==> config.mk <==
export PLATFORM = sky130hd
export DESIGN_NAME = sram_1rw_port_arbiter_flat
export DESIGN_NICKNAME = d
export VERILOG_FILES = /design/src/rtl/sram_1rw_port_arbiter_if.sv /design/src/rtl/sram_1rw_port_arbiter.sv /design/src/flat_wrapper.sv
export SDC_FILE = /design/constraint.sdc
export NUM_CORES = 1
export LEC_CHECK = 0
export CAP_MARGIN = 20
export CORE_MARGIN = 2
export CORE_UTILIZATION = 30
export DETAILED_ROUTE_END_ITERATION = 12
export HOLD_SLACK_MARGIN = 0.12
export PLACE_DENSITY = 0.74
export SYNTH_ARGS = -nofsm -noshare
export SYNTH_HDL_FRONTEND = slang
export SYNTH_SLANG_ARGS = --single-unit
==> constraint.sdc <==
create_clock -name clk0 -period 1.1 [get_ports clk0]
set_input_delay 0.11 -clock clk0 [delete_from_list [all_inputs] [get_ports clk0]]
set_output_delay 0.11 -clock clk0 [all_outputs]
set_load 0.005 [all_outputs]
==> src/rtl/sram_1rw_port_arbiter_if.sv <==
// Bundle of the two requester channels and the 1rw SRAM macro pins.
// slave  : arbiter side (takes requests, drives the macro pins).
// master : client/macro side (issues requests, returns dout0).
interface sram_1rw_port_arbiter_if #(
    parameter int ADDR_WIDTH = 4,
    parameter int DATA_WIDTH = 2,
    parameter int NUM_WMASKS = 2
);
    // requester 0
    logic                  req0_valid;
    logic                  req0_ready;
    logic                  req0_we;
    logic [ADDR_WIDTH-1:0] req0_addr;
    logic [DATA_WIDTH-1:0] req0_wdata;
    logic [NUM_WMASKS-1:0] req0_wmask;
    logic                  rsp0_valid;
    logic [DATA_WIDTH-1:0] rsp0_rdata;

    // requester 1
    logic                  req1_valid;
    logic                  req1_ready;
    logic                  req1_we;
    logic [ADDR_WIDTH-1:0] req1_addr;
    logic [DATA_WIDTH-1:0] req1_wdata;
    logic [NUM_WMASKS-1:0] req1_wmask;
    logic                  rsp1_valid;
    logic [DATA_WIDTH-1:0] rsp1_rdata;

    // SRAM macro pins (active-low controls)
    logic                  csb0;
    logic                  web0;
    logic [NUM_WMASKS-1:0] wmask0;
    logic [ADDR_WIDTH-1:0] addr0;
    logic [DATA_WIDTH-1:0] din0;
    logic [DATA_WIDTH-1:0] dout0;

    modport slave (
        input  req0_valid, req0_we, req0_addr, req0_wdata, req0_wmask,
        output req0_ready, rsp0_valid, rsp0_rdata,
        input  req1_valid, req1_we, req1_addr, req1_wdata, req1_wmask,
        output req1_ready, rsp1_valid, rsp1_rdata,
        output csb0, web0, wmask0, addr0, din0,
        input  dout0
    );

    modport master (
        output req0_valid, req0_we, req0_addr, req0_wdata, req0_wmask,
        input  req0_ready, rsp0_valid, rsp0_rdata,
        output req1_valid, req1_we, req1_addr, req1_wdata, req1_wmask,
        input  req1_ready, rsp1_valid, rsp1_rdata,
        input  csb0, web0, wmask0, addr0, din0,
        output dout0
    );
endinterface

==> src/rtl/sram_1rw_port_arbiter.sv <==
// Two-requester arbiter in front of a single 1rw write-masked SRAM macro.
// Grant is combinational; the acceptance edge is also the macro capture edge.
// Read data is steered back to the issuing requester through a {valid,id}
// tag pipeline that matches the macro read latency.
// Optional build macro: SRAM_ARB_FIXED_PRI_EN -- requester 0 gets strict
// priority instead of round-robin (requester 1 may starve).
// RD_LATENCY is meant to be in 1..4.
module sram_1rw_port_arbiter #(
    parameter int ADDR_WIDTH = 4,
    parameter int DATA_WIDTH = 2,
    parameter int NUM_WMASKS = 2,
    parameter int RD_LATENCY = 1
) (
    input  logic                  clk0,
    input  logic                  rst0,
    sram_1rw_port_arbiter_if.slave bus
);

    logic                  grant_any;
    logic                  grant_id;
    logic                  sel_we;
    logic [ADDR_WIDTH-1:0] sel_addr;
    logic [DATA_WIDTH-1:0] sel_wdata;
    logic [NUM_WMASKS-1:0] sel_wmask;
    logic                  write_cycle;

    logic [ADDR_WIDTH-1:0] addr_shadow_reg;
    logic [DATA_WIDTH-1:0] din_shadow_reg;

    // Tag stage k holds a read that has seen k edges after its capture edge;
    // the top stage is the cycle in which dout0 carries that read's data.
    logic [RD_LATENCY:0]   tag_valid_reg;
    logic [RD_LATENCY:0]   tag_id_reg;

`ifndef SRAM_ARB_FIXED_PRI_EN
    logic                  last_grant_reg;
`endif

    // Nothing is granted while reset is held, so readys and csb0 stay idle.
    assign grant_any = ~rst0 & (bus.req0_valid | bus.req1_valid);

    // Pick the winner: a lone requester always wins; contention is resolved
    // by priority or by alternating away from the last granted requester.
    always_comb begin
        grant_id = 1'b0;
`ifdef SRAM_ARB_FIXED_PRI_EN
        grant_id = ~bus.req0_valid;
`else
        if (bus.req0_valid && bus.req1_valid) begin
            grant_id = ~last_grant_reg;
        end else begin
            grant_id = ~bus.req0_valid;
        end
`endif
    end

    // Route the winning requester's command towards the macro.
    always_comb begin
        sel_we    = bus.req0_we;
        sel_addr  = bus.req0_addr;
        sel_wdata = bus.req0_wdata;
        sel_wmask = bus.req0_wmask;
        if (grant_id) begin
            sel_we    = bus.req1_we;
            sel_addr  = bus.req1_addr;
            sel_wdata = bus.req1_wdata;
            sel_wmask = bus.req1_wmask;
        end
    end

    assign write_cycle    = grant_any & sel_we;

    assign bus.req0_ready = grant_any & ~grant_id;
    assign bus.req1_ready = grant_any &  grant_id;

    assign bus.csb0   = ~grant_any;
    assign bus.web0   = ~write_cycle;
    assign bus.wmask0 = write_cycle ? sel_wmask : '0;
    // Address/data pins keep their last driven value when idle, which avoids
    // needless toggling on the macro inputs.
    assign bus.addr0  = grant_any ? sel_addr  : addr_shadow_reg;
    assign bus.din0   = grant_any ? sel_wdata : din_shadow_reg;

    // Remember the last values driven onto addr0/din0.
    always_ff @(posedge clk0 or posedge rst0) begin
        if (rst0) begin
            addr_shadow_reg <= '0;
            din_shadow_reg  <= '0;
        end else if (grant_any) begin
            addr_shadow_reg <= sel_addr;
            din_shadow_reg  <= sel_wdata;
        end
    end

`ifndef SRAM_ARB_FIXED_PRI_EN
    // Track who was accepted last; reset value makes requester 0 win first.
    always_ff @(posedge clk0 or posedge rst0) begin
        if (rst0) begin
            last_grant_reg <= 1'b1;
        end else if (grant_any) begin
            last_grant_reg <= grant_id;
        end
    end
`endif

    // Shift read tags along with the macro latency; reset drops in-flight reads.
    always_ff @(posedge clk0 or posedge rst0) begin
        if (rst0) begin
            tag_valid_reg <= '0;
            tag_id_reg    <= '0;
        end else begin
            tag_valid_reg <= {tag_valid_reg[RD_LATENCY-1:0], grant_any & ~sel_we};
            tag_id_reg    <= {tag_id_reg[RD_LATENCY-1:0], grant_id};
        end
    end

    assign bus.rsp0_valid = tag_valid_reg[RD_LATENCY] & ~tag_id_reg[RD_LATENCY];
    assign bus.rsp1_valid = tag_valid_reg[RD_LATENCY] &  tag_id_reg[RD_LATENCY];
    assign bus.rsp0_rdata = bus.rsp0_valid ? bus.dout0 : '0;
    assign bus.rsp1_rdata = bus.rsp1_valid ? bus.dout0 : '0;

endmodule

==> src/flat_wrapper.sv <==
// flat-port wrapper written by rule: the top's interface ports become plain ports
module sram_1rw_port_arbiter_flat 
#(
    parameter int ADDR_WIDTH = 4,
    parameter int DATA_WIDTH = 2,
    parameter int NUM_WMASKS = 2,
    parameter int RD_LATENCY = 1
)
  (clk0, rst0, bus_req0_valid, bus_req0_we, bus_req0_addr, bus_req0_wdata, bus_req0_wmask, bus_req0_ready, bus_rsp0_valid, bus_rsp0_rdata, bus_req1_valid, bus_req1_we, bus_req1_addr, bus_req1_wdata, bus_req1_wmask, bus_req1_ready, bus_rsp1_valid, bus_rsp1_rdata, bus_csb0, bus_web0, bus_wmask0, bus_addr0, bus_din0, bus_dout0);
  sram_1rw_port_arbiter_if #(.ADDR_WIDTH(ADDR_WIDTH), .DATA_WIDTH(DATA_WIDTH), .NUM_WMASKS(NUM_WMASKS)) bus_i ();
  input  logic clk0;
  input  logic rst0;
  input wire logic [$bits(bus_i.req0_valid)-1:0] bus_req0_valid;
  input wire logic [$bits(bus_i.req0_we)-1:0] bus_req0_we;
  input wire logic [$bits(bus_i.req0_addr)-1:0] bus_req0_addr;
  input wire logic [$bits(bus_i.req0_wdata)-1:0] bus_req0_wdata;
  input wire logic [$bits(bus_i.req0_wmask)-1:0] bus_req0_wmask;
  output wire logic [$bits(bus_i.req0_ready)-1:0] bus_req0_ready;
  output wire logic [$bits(bus_i.rsp0_valid)-1:0] bus_rsp0_valid;
  output wire logic [$bits(bus_i.rsp0_rdata)-1:0] bus_rsp0_rdata;
  input wire logic [$bits(bus_i.req1_valid)-1:0] bus_req1_valid;
  input wire logic [$bits(bus_i.req1_we)-1:0] bus_req1_we;
  input wire logic [$bits(bus_i.req1_addr)-1:0] bus_req1_addr;
  input wire logic [$bits(bus_i.req1_wdata)-1:0] bus_req1_wdata;
  input wire logic [$bits(bus_i.req1_wmask)-1:0] bus_req1_wmask;
  output wire logic [$bits(bus_i.req1_ready)-1:0] bus_req1_ready;
  output wire logic [$bits(bus_i.rsp1_valid)-1:0] bus_rsp1_valid;
  output wire logic [$bits(bus_i.rsp1_rdata)-1:0] bus_rsp1_rdata;
  output wire logic [$bits(bus_i.csb0)-1:0] bus_csb0;
  output wire logic [$bits(bus_i.web0)-1:0] bus_web0;
  output wire logic [$bits(bus_i.wmask0)-1:0] bus_wmask0;
  output wire logic [$bits(bus_i.addr0)-1:0] bus_addr0;
  output wire logic [$bits(bus_i.din0)-1:0] bus_din0;
  input wire logic [$bits(bus_i.dout0)-1:0] bus_dout0;
  assign bus_i.req0_valid = bus_req0_valid;
  assign bus_i.req0_we = bus_req0_we;
  assign bus_i.req0_addr = bus_req0_addr;
  assign bus_i.req0_wdata = bus_req0_wdata;
  assign bus_i.req0_wmask = bus_req0_wmask;
  assign bus_req0_ready = bus_i.req0_ready;
  assign bus_rsp0_valid = bus_i.rsp0_valid;
  assign bus_rsp0_rdata = bus_i.rsp0_rdata;
  assign bus_i.req1_valid = bus_req1_valid;
  assign bus_i.req1_we = bus_req1_we;
  assign bus_i.req1_addr = bus_req1_addr;
  assign bus_i.req1_wdata = bus_req1_wdata;
  assign bus_i.req1_wmask = bus_req1_wmask;
  assign bus_req1_ready = bus_i.req1_ready;
  assign bus_rsp1_valid = bus_i.rsp1_valid;
  assign bus_rsp1_rdata = bus_i.rsp1_rdata;
  assign bus_csb0 = bus_i.csb0;
  assign bus_web0 = bus_i.web0;
  assign bus_wmask0 = bus_i.wmask0;
  assign bus_addr0 = bus_i.addr0;
  assign bus_din0 = bus_i.din0;
  assign bus_i.dout0 = bus_dout0;
  sram_1rw_port_arbiter #(.ADDR_WIDTH(ADDR_WIDTH), .DATA_WIDTH(DATA_WIDTH), .NUM_WMASKS(NUM_WMASKS), .RD_LATENCY(RD_LATENCY)) u_core (.clk0(clk0), .rst0(rst0), .bus(bus_i));
endmodule
After elaboration in Yosys (flattened, before gate mapping)
Cells that the tools add are included.
- flip-flop bits (word level): 11
- latch bits: 0
- RAM bits: 0
- bits in read-only memories: 0
- bits of input ports: 24
- memories: 0
- add/subtract/negate cells: 0
- multipliers: 0
- divide/modulo/power cells: 0
- magnitude comparators: 0
- eq/ne operators: 0
- shifts and indexed selects: 0
- multiplexer cells: 10
- bitwise gates (word level): 16
- reduce and logical (&&, ||, !) cells: 1
- operator list (operator ; number):
    $mux W2 ; 6
    $mux W4 ; 2
    $not A1 Y1 ; 8
    $and A1 B1 Y1 ; 7
    $mux W1 ; 2
    $logic_and A1 B1 Y1 ; 1
    $or A1 B1 Y1 ; 1

Logic depth before layout (Yosys ltp)
- depth after elaboration: 5
- gate-level depth with buffers: 4
- depth with buffers taken out: 3

Least setup slack after synthesis
OpenSTA, ideal clock, no wires.
- kind: reg2reg
- start: register u_core.last_grant_reg
- end: register u_core.addr_shadow_reg[0]
- library setup time: 0.138 ns
- data arrival time: 1.111 ns
- path slack: -0.149 ns
- cell stages (with the launch flop): 4
- clock period less this slack: 1.249 ns
- path through: dfstp_2 -> nand2b_2 -> a21oi_4 -> a221o_1
- word-level cells in the longest chain between the ends: 4
- ends and longest elaborated chain (item ; RTL line ; source):
    start: declaration ; sram_1rw_port_arbiter.sv:36 ; logic last_grant_reg;
    start signal: assignment ; sram_1rw_port_arbiter.sv:101 ; last_grant_reg <= grant_id;
    $not A1 Y1 ; sram_1rw_port_arbiter.sv:50 ; grant_id = ~last_grant_reg;
    $mux W1 ; sram_1rw_port_arbiter.sv:49 ; if (bus.req0_valid && bus.req1_valid) begin
    $mux W4 ; sram_1rw_port_arbiter.sv:63 ; if (grant_id) begin
    $mux W4 ; - ;
    named net bus_addr0[0] ; flat_wrapper.sv:32 ; output wire logic [$bits(bus_i.addr0)-1:0] bus_addr0;
    end signal: assignment ; sram_1rw_port_arbiter.sv:90 ; addr_shadow_reg <= sel_addr;
    end: declaration ; sram_1rw_port_arbiter.sv:27 ; logic [ADDR_WIDTH-1:0] addr_shadow_reg;
The timed path passes the listed nets, and every way through them passes these cells.
A chain may end at the register's enable or synchronous reset.

Worst setup path after layout
- start: register u_core.last_grant_reg
- end: output bus_wmask0[0]
- word-level cells in the longest chain between the ends: 5
- elaborated cells on any way between the ends: 6
- those cells by class: mux (4); bitwise (2)
- ends and longest elaborated chain (item ; RTL line ; source):
    $not A1 Y1 (*) ; sram_1rw_port_arbiter.sv:50 ;
    $mux W1 (*) ; sram_1rw_port_arbiter.sv:49 ;
    $mux W1 ; sram_1rw_port_arbiter.sv:63 ;
    $and A1 B1 Y1 ; sram_1rw_port_arbiter.sv:71 ; assign write_cycle = grant_any & sel_we;
    $mux W2 (*) ; sram_1rw_port_arbiter.sv:78 ; assign bus.wmask0 = write_cycle ? sel_wmask : '0;
    end: declaration ; flat_wrapper.sv:31 ; output wire logic [$bits(bus_i.wmask0)-1:0] bus_wmask0;
Mark *: on every way between the ends. The rest lies on a longest branch, timed or not.

==> results_dict.tcl <==
set metrics [dict create \
    outcome "finished with violations" \
    violations "setup timing" \
    clk_pin_slew_worst_paths_ns 0.07 \
    required_ns 0.99 \
    timing.critical_path.to_type "output port" \
    synth.yosys.seq_area_share 0.467 \
    clockBufferDepth 2 \
    met3_length_um 143 \
    regToRegSetupSlack_ns -0.32 \
    fin_crit_ns 1.73 \
    first_iter_violations 19 \
    highest_layer "met4" \
    final_max_slew_viol_count 0 \
    globalplace.congestion 0.827 \
    mean_post_synth_cell_area_um2 11.2 \
    cts-buffers-inserted 3 \
    wire_length_of_the_first_global_routing_pass_um 3670 \
    post_route_cells_drive_above_1_share 0.600 \
    die-width_um 48.4 \
    vdd_ir_max_mv 0.771 \
    diodes 0 \
    grt_start_max_net_pins 8 \
    met2RoutedLength_um 1260 \
    routedLengthMet1_um 883 \
    antenna_found_initial 0 \
    hpwlAfterDp_um 1410 \
    min_path_cells 3 \
    maxClockFrequency_ghz 0.577 \
    cts_num_sinks 11 \
    synth_seq_cells 11 \
    initial_standard_cell_utilization_of_the_core 0.311 \
    postLayoutCoreUtil 0.738 \
    worstSkewPairLatency_ns 0.27 \
    report.final.setup_viol 23 \
    cp_class "reg2out" \
    tritoncts "yes" \
    routed-via-count 755 \
    fin_nets 155 \
    worst-endpoint-arrival_ns 1.62 \
    largest_register_ffs 4 \
    rsz0062_at_grt "yes" \
    synth.yosys.warnings 0 \
    dieArea_um2 2340 \
    globalRouteTotalUtil 0.205 \
    report.final.hold_viol_count 0 \
    slew_limit_headroom 0.835 \
    wl_um 2350 \
    syn_area_um2 592 \
    crit-reg2reg-launch "u_core.last_grant_reg" \
    worst_hold_path_type "in2reg" \
    fp.coreArea_um2 1900 \
    ff2ff_path_depth 4 \
    root_buffer "sky130_fd_sc_hd__clkbuf_4" \
    numPortBuffers 41 \
    layout-area-overhead-vs-synth_pct 137 \
    die_h_um 48.4 \
    detail_route.drc_violations 0 \
    r2r_end "u_core.addr_shadow_reg[1]" \
    fin_hold_ws_ns 0.284 \
    htree_levels 1 \
    leakage_nw 0.640 \
    finalClockSkew_ns 0.00450 \
    layout_worst_path_cycle_share 1.57 \
    vias_per_cell 4.81 \
    placementRows 16 \
    ys_types 22 \
    layout_common_cells "sky130_fd_sc_hd__clkdlybuf4s50_1 (20), sky130_fd_sc_hd__buf_6 (20), sky130_fd_sc_hd__buf_4 (20)" \
    post_synth_inst_count 53 \
    postSynthNetCount 77 \
    tightestPinTransition_ns 0.247 \
    worstHoldStart "rst0" \
    io-pin-count 42 \
    post-route-worst-setup-slack_ns -0.632 \
    grt-ovfl-total 0 \
    detailedRoute.firstPassIterationCount 4 \
    max_cap_viol_count 0 \
    crit_path_max_fanout 4 \
    power.density_cell_area_nw_per_um2 981 \
    worst_hold_path.endpoint "u_core.last_grant_reg" \
    antenna_violating_nets_post_route 0 \
    vias_in_the_first_global_route 802 \
    startpoint_type "register" \
    routed_wire_length_per_instance_um 15.0 \
]
## final cells by class
class                   instances  area [um^2]
repair buffers                 74          668
fillers                       136          499
multi-input cells              39          390
flip-flops and latches         11          277
well taps                      27         33.8
clock buffers                   4         26.3
inverters                       2         7.51
## worst max path at each step
stage	cells past startpoint	start	to
floorplan	3	u_core.last_grant_reg	u_core.addr_shadow_reg[0]
global route	6	u_core.last_grant_reg	bus_wmask0[0]
global placement	5	bus_req0_valid	bus_addr0[3]
detailed placement	5	bus_req1_valid	bus_wmask0[1]
finish	6	u_core.last_grant_reg	bus_wmask0[0]
CTS	6	u_core.last_grant_reg	bus_wmask0[1]
## logic make-up after synthesis
family / share of synthesized area
buffers and inverters: 0.0317
DFF: 0.467
and+or+nand+nor: 0.252
AOI/OAI and AO/OA: 0.249
## repair_timing
item / in CTS / in global routing
buffers inserted: 17 / 5
cloned: 0 / 0
gates resized for setup: 100 / 20
pin swaps: 17 / 6
hold buffers: 1 / 0
hold endpoints to repair: 10 / 0
setup endpoints to repair: 25 / 25
## power by group
group	internal, mW	total (mW)	switching, mW
Clock	0.140	0.270	0.129
Sequential	0.465	0.491	0.0261
Combinational	0.385	0.616	0.230
## metrics by stage
step | TNS (ns) | power, mW | worst slack (ns) | cells | cell area (um^2)
2_1_floorplan | -1.36 | 0.662 | -0.114 | 53 | 597
6_report | -8.69 | 1.38 | -0.632 | 157 | 1400
4_1_cts | -8.12 | 1.31 | -0.625 | 154 | 1320
3_3_place_gp | -13.30 | 0.949 | -0.854 | 134 | 1130
5_1_grt | -9.58 | 1.44 | -0.696 | 157 | 1400
3_5_place_dp | -13.74 | 0.960 | -0.851 | 134 | 1130
## worst max-delay path: stages (launching register included)
cell and delay, ns:
sky130_fd_sc_hd__dfstp_2 0.56, sky130_fd_sc_hd__nand2b_4 0.18, sky130_fd_sc_hd__buf_6 0.12, sky130_fd_sc_hd__buf_6 0.10, sky130_fd_sc_hd__nand3_4 0.05, sky130_fd_sc_hd__a211oi_2 0.20
sky130_fd_sc_hd__buf_2 0.14
## per-layer routing
layer,up-vias,track usage
met4,0,0.0857
met1,365,0.215
met5,-,0
li1,350,-
met3,7,0.0679
met2,33,0.375
## synthesized netlist by cell type (all sizes together)
| cell type | count | area (um^2) |
|---|---|---|
| nand3 | 2 | 10.0 |
| o21ai | 3 | 15.0 |
| buf | 1 | 11.3 |
| and2b | 1 | 10.0 |
| a21oi | 2 | 21.3 |
| nand2b | 2 | 17.5 |
| a211oi | 2 | 15.0 |
| inv | 2 | 7.51 |
| dfrtp | 10 | 250 |
| dfstp | 1 | 26.3 |
| or2 | 1 | 6.26 |
| and3 | 2 | 12.5 |
| a221o | 6 | 60.1 |
| a31o | 1 | 8.76 |
| o21bai | 1 | 18.8 |
| nand2 | 3 | 11.3 |
| nor2b | 1 | 6.26 |
| a32oi | 1 | 8.76 |
| nor2 | 1 | 11.3 |
| and2 | 10 | 63.8 |
(Power assumes the default switching activity.)
==> RTL change 1 (same settings) <==
`NUM_WMASKS` is set to 2 in 3 places; all go to 1.
--- a/src/rtl/sram_1rw_port_arbiter_if.sv
+++ b/src/rtl/sram_1rw_port_arbiter_if.sv
@@ -4,7 +4,7 @@
 interface sram_1rw_port_arbiter_if #(
     parameter int ADDR_WIDTH = 4,
     parameter int DATA_WIDTH = 2,
-    parameter int NUM_WMASKS = 2
+    parameter int NUM_WMASKS = 1
 );
     // requester 0
     logic                  req0_valid;
--- a/src/rtl/sram_1rw_port_arbiter.sv
+++ b/src/rtl/sram_1rw_port_arbiter.sv
@@ -8,7 +8,7 @@
 module sram_1rw_port_arbiter #(
     parameter int ADDR_WIDTH = 4,
     parameter int DATA_WIDTH = 2,
-    parameter int NUM_WMASKS = 2,
+    parameter int NUM_WMASKS = 1,
     parameter int RD_LATENCY = 1
 ) (
     input  logic                  clk0,
--- a/src/flat_wrapper.sv
+++ b/src/flat_wrapper.sv
@@ -3,7 +3,7 @@
 #(
     parameter int ADDR_WIDTH = 4,
     parameter int DATA_WIDTH = 2,
-    parameter int NUM_WMASKS = 2,
+    parameter int NUM_WMASKS = 1,
     parameter int RD_LATENCY = 1
 )
   (clk0, rst0, bus_req0_valid, bus_req0_we, bus_req0_addr, bus_req0_wdata, bus_req0_wmask, bus_req0_ready, bus_rsp0_valid, bus_rsp0_rdata, bus_req1_valid, bus_req1_we, bus_req1_addr, bus_req1_wdata, bus_req1_wmask, bus_req1_ready, bus_rsp1_valid, bus_rsp1_rdata, bus_csb0, bus_web0, bus_wmask0, bus_addr0, bus_din0, bus_dout0);
Ports: changed (resized bus_req0_wmask, bus_req1_wmask and bus_wmask0); port bits go from 42 to 39. No check against the original RTL was run, so the function may have changed too.
==> RTL change 1 against the unedited design <==
  * The flow still finishes with violations (setup timing)
  * Sequential cell count unchanged
  * Clock power is 3% lower
  * Design area fell by 15%
  * Total power decreased by 8.2%
  * Area after synthesis fell by 6.1%
  * Routed wire length is 25% lower
  * Global-route usage is 4.2 points lower
  * Sequential share of layout area grew 3.4 points
  * Setup slack better by 0.020 ns
  * Hold slack got worse by 0.034 ns
  * Register-to-register slack got worse by 0.06 ns
  * Critical path type unchanged
  * Largest power group unchanged
==> RTL change 1: results (changes against the unedited design) <==
Critical Path AT=1.60 ns (was 1.62 ns); Int Pwr=945.8 µW (was 990.7 µW); placed cell areas=0.001041 mm² (was 0.001135 mm²); Synth Area in Compound Gates=0.2027 (was 0.2495); crit path max fanout=3 (was 4); PortBufs=38 (was 41); Seq/Total Area, Yosys=0.4977 (was 0.4672); final setup fails=23 (unchanged); PostCTS Resize Cnt=92 (was 100); synthesized instance count=49 (was 53); Largest register FFs=4 (unchanged); failing checks=setup timing (unchanged); Hold Buf Count CTS=1 (unchanged); Post-Route WL=1756 µm (was 2353 µm); crit-path max cell delay=0.53 ns (was 0.56 ns); total number of vias=650 (was 755); number of global-route vias before repair=580 (was 802); largest net degree at the start of global routing=12 (was 8); Final WS setup=-0.6118 ns (was -0.6316 ns); Placed Cells=122 (was 134); Filler Cell Count=144 (was 136); hpwl dp=1195 µm (was 1405 µm); final RePlAce weighted congestion=0.7495 (was 0.8273); share of layout cells above drive strength 1=0.5130 (was 0.6000); status=finished with violations (unchanged); wire length per cell=12.54 µm (was 14.99 µm); Hold WS=0.2497 ns (was 0.2838 ns); reg2reg setup slack=-0.38 ns (was -0.32 ns); clock skew=0.003537 ns (was 0.004500 ns); Post-layout nets=138 (was 155); leakage=0.0005800 µW (was 0.0006397 µW); Distinct cells, synth=23 (was 22); syn nets=71 (was 77); first-pass GRT wire length=2470 µm (was 3670 µm); Post-CTS Setup Repair Bufs=14 (was 17)
## RTL change 1: worst min-delay path: stages
cell and delay (ns):
buf_2 0.18, nand2b_2 0.10, nand2_1 0.07, o21ai_1 0.05
## RTL change 1: power groups by stage
stage                     Sequential (µW)  Combinational (µW)  Clock [µW]
after floorplan                       487                 150           0
after global placement                488                 418           0
after detailed placement              491                 422           0
after CTS                             482                 482         270
after global routing                  491                 558         294
final                                 484                 518         262
## RTL change 1: final timing paths
kind	start	cells after the start	end
hold / removal	bus_req0_valid	4	u_core.last_grant_reg
hold reg to reg	u_core.tag_id_reg[0]	0	u_core.tag_id_reg[1]
max in group asynchronous	rst0	3	u_core.last_grant_reg
setup / recovery	u_core.last_grant_reg	6	bus_addr0[1]
min in group asynchronous	rst0	3	u_core.addr_shadow_reg[2]
setup reg to reg	u_core.last_grant_reg	6	u_core.addr_shadow_reg[3]
## RTL change 1: layout make-up
type / instances / area (µm²) / area share
clock buffers: 4 / 26.28 / 0.02197
flip-flops and latches: 11 / 276.5 / 0.2312
multi-input cells: 35 / 307.8 / 0.2573
repair buffers: 64 / 550.5 / 0.4602
inverters: 1 / 3.754 / 0.003138
well taps: 25 / 31.28 / 0.02615
## RTL change 1: layer usage
metal / up-vias / track usage / wire [µm]
li1: 312 / - / -
met1: 305 / 0.1971 / 719
met2: 29 / 0.2795 / 870
met3: 4 / 0.05000 / 148
met4: 0 / 0.05000 / 17
met5: - / 0 / 0
## RTL change 1: stage by stage
step                setup TNS [ns]    util  power [µW]
global route                -8.246  0.6928        1343
finish                      -6.958  0.6928        1264
floorplan                   -1.175       -       636.9
detailed placement          -11.51  0.6029       913.3
CTS                         -6.969  0.6768        1234
global placement            -11.13  0.6029       906.1
==> RTL change 2 (same settings) <==
Without the edit above. Reset style: synchronous (`rst0`), changed in 3 clocked blocks.
--- a/src/rtl/sram_1rw_port_arbiter.sv
+++ b/src/rtl/sram_1rw_port_arbiter.sv
@@ -82,7 +82,7 @@
     assign bus.din0   = grant_any ? sel_wdata : din_shadow_reg;
 
     // Remember the last values driven onto addr0/din0.
-    always_ff @(posedge clk0 or posedge rst0) begin
+    always_ff @(posedge clk0) begin
         if (rst0) begin
             addr_shadow_reg <= '0;
             din_shadow_reg  <= '0;
@@ -94,7 +94,7 @@
 
 `ifndef SRAM_ARB_FIXED_PRI_EN
     // Track who was accepted last; reset value makes requester 0 win first.
-    always_ff @(posedge clk0 or posedge rst0) begin
+    always_ff @(posedge clk0) begin
         if (rst0) begin
             last_grant_reg <= 1'b1;
         end else if (grant_any) begin
@@ -104,7 +104,7 @@
 `endif
 
     // Shift read tags along with the macro latency; reset drops in-flight reads.
-    always_ff @(posedge clk0 or posedge rst0) begin
+    always_ff @(posedge clk0) begin
         if (rst0) begin
             tag_valid_reg <= '0;
             tag_id_reg    <= '0;
Function: differs if rst0 is asserted again (counterexample within 4 cycles, from zero or initial values and one cycle with rst0 high); with rst0 held inactive, the same outputs for 10 cycles.
==> RTL change 2 against the unedited design <==
  * Critical path depth did not move
  * Total power is 11% lower
  * Sequential share of layout area shrank 4.1 points
  * Sequential power fell by 9.4%
  * Setup slack improved by 0.16 ns
  * Area after synthesis increased by 7.4%
  * The run still ends with setup timing left
  * Global-route usage rose by 2.3 points
  * Design area increased by 2.6%
  * Via count up 20%
  * Sequential cell count did not move
  * Routed wire length is 29% higher
==> RTL change 2: results (changes against the unedited design) <==
Post-layout nets=173 (was 155); delay-heaviest family, CP=compound AO/OA/AOI/OAI gates (was flip-flops); clock skew=0.01417 ns (was 0.004500 ns); GR Util met3=0.05152 (was 0.06790); Switching Share=0.3015 (was 0.2802); vias per cell=5.189 (was 4.809); share of layout cells above drive strength 1=0.5541 (was 0.6000); status=finished with violations (unchanged); Post-Route WL=3029 µm (was 2353 µm); Final WS setup=-0.4682 ns (was -0.6316 ns); final setup fails=20 (was 23); Worst Hold Launch=bus_req1_valid (was rst0); DR WL met3=190 µm (was 143 µm); Metal-1 WL=1180 µm (was 883 µm); cells on worst reg2reg path=6 (was 4); crit path max fanout=5 (was 4); met1 global-route usage=0.2163 (was 0.2147); synth cell count leaders=nand2_1, dfxtp_1, o21ai_1 (was dfrtp_1, and2_1, a221o_1); Initial DRC Count=18 (was 19); worst flop-to-flop path startpoint=u_core.last_grant_reg (unchanged); Synth top area share=0.3465 (was 0.4228); Hold Path Sink=u_core.last_grant_reg (unchanged); Worst VDD drop=0.0004822 V (was 0.0007706 V); Synth area leaders=dfxtp_1, nand2_1, a32oi_1, o21ai_1, buf_2 (was dfrtp_1, a221o_1, and2_1, dfstp_2, o21bai_4); DR WL met2=1598 µm (was 1263 µm); failing checks=setup timing (unchanged); GRT Util Overall=0.2284 (was 0.2052); crit-path max cell delay=0.33 ns (was 0.56 ns); final RePlAce weighted congestion=0.8012 (was 0.8273); comb pwr=487 µW (was 616 µW); Seq group=445 µW (was 491 µW); Distinct cells, synth=24 (was 22); Slew HR=0.7077 (was 0.8349); FF-to-FF End=u_core.addr_shadow_reg[3] (was u_core.addr_shadow_reg[1])
==> RTL change 2: cell types whose count changed after synthesis, moves of 3 or more <==
cell,delta
buf_2,+5
dfxtp_1,+11
and2_1,-6
nor2b_1,+3
nand2_1,+13
a221o_1,-6
a32oi_1,+5
dfrtp_1,-10
o21ai_1,+10
==> RTL change 2: how the worst max path moves through the flow <==
stage          slack (ns)  cells past startpoint                   from       endpoint
2_1_floorplan        0.06                      4  u_core.last_grant_reg  bus_wmask0[0]
3_3_place_gp        -0.78                      5         bus_req1_valid   bus_addr0[0]
3_5_place_dp        -0.81                      5         bus_req1_valid   bus_addr0[0]
4_1_cts             -0.45                      6  u_core.last_grant_reg   bus_addr0[0]
5_1_grt             -0.56                      6  u_core.last_grant_reg    bus_din0[1]
6_report            -0.47                      6  u_core.last_grant_reg    bus_din0[1]
==> RTL change 2: tightest hold or removal path, cell delays in order <==
cell and delay (ns):
clkdlybuf4s15_2 0.30, o21ai_0 0.12, nand2b_1 0.08
==> RTL change 2: cells by family after synthesis <==
logic type,after synthesis
AND/OR/NAND/NOR,33
AO/OA/AOI/OAI,28
flip-flops,11
buffers and inverters,6
==> RTL change 2: final cells by class <==
cell class / count / area, µm²
fillers: 141 / 543.0
clock buffers: 4 / 26.28
well taps: 27 / 33.78
multi-input cells: 62 / 541.8
flip-flops and latches: 11 / 224.0
repair buffers: 71 / 613.1
==> RTL change 2: per-stage QoR <==
stage          hold slack [ns]  utilization  setup slack, ns  instances
2_1_floorplan           0.2470            -          0.06459         78
3_3_place_gp            0.4212       0.5758          -0.7761        153
3_5_place_dp            0.4234       0.5758          -0.8089        153
4_1_cts                 0.3813       0.6881          -0.4470        174
5_1_grt                 0.4198       0.7260          -0.5601        175
6_report                0.3700       0.7260          -0.4682        175
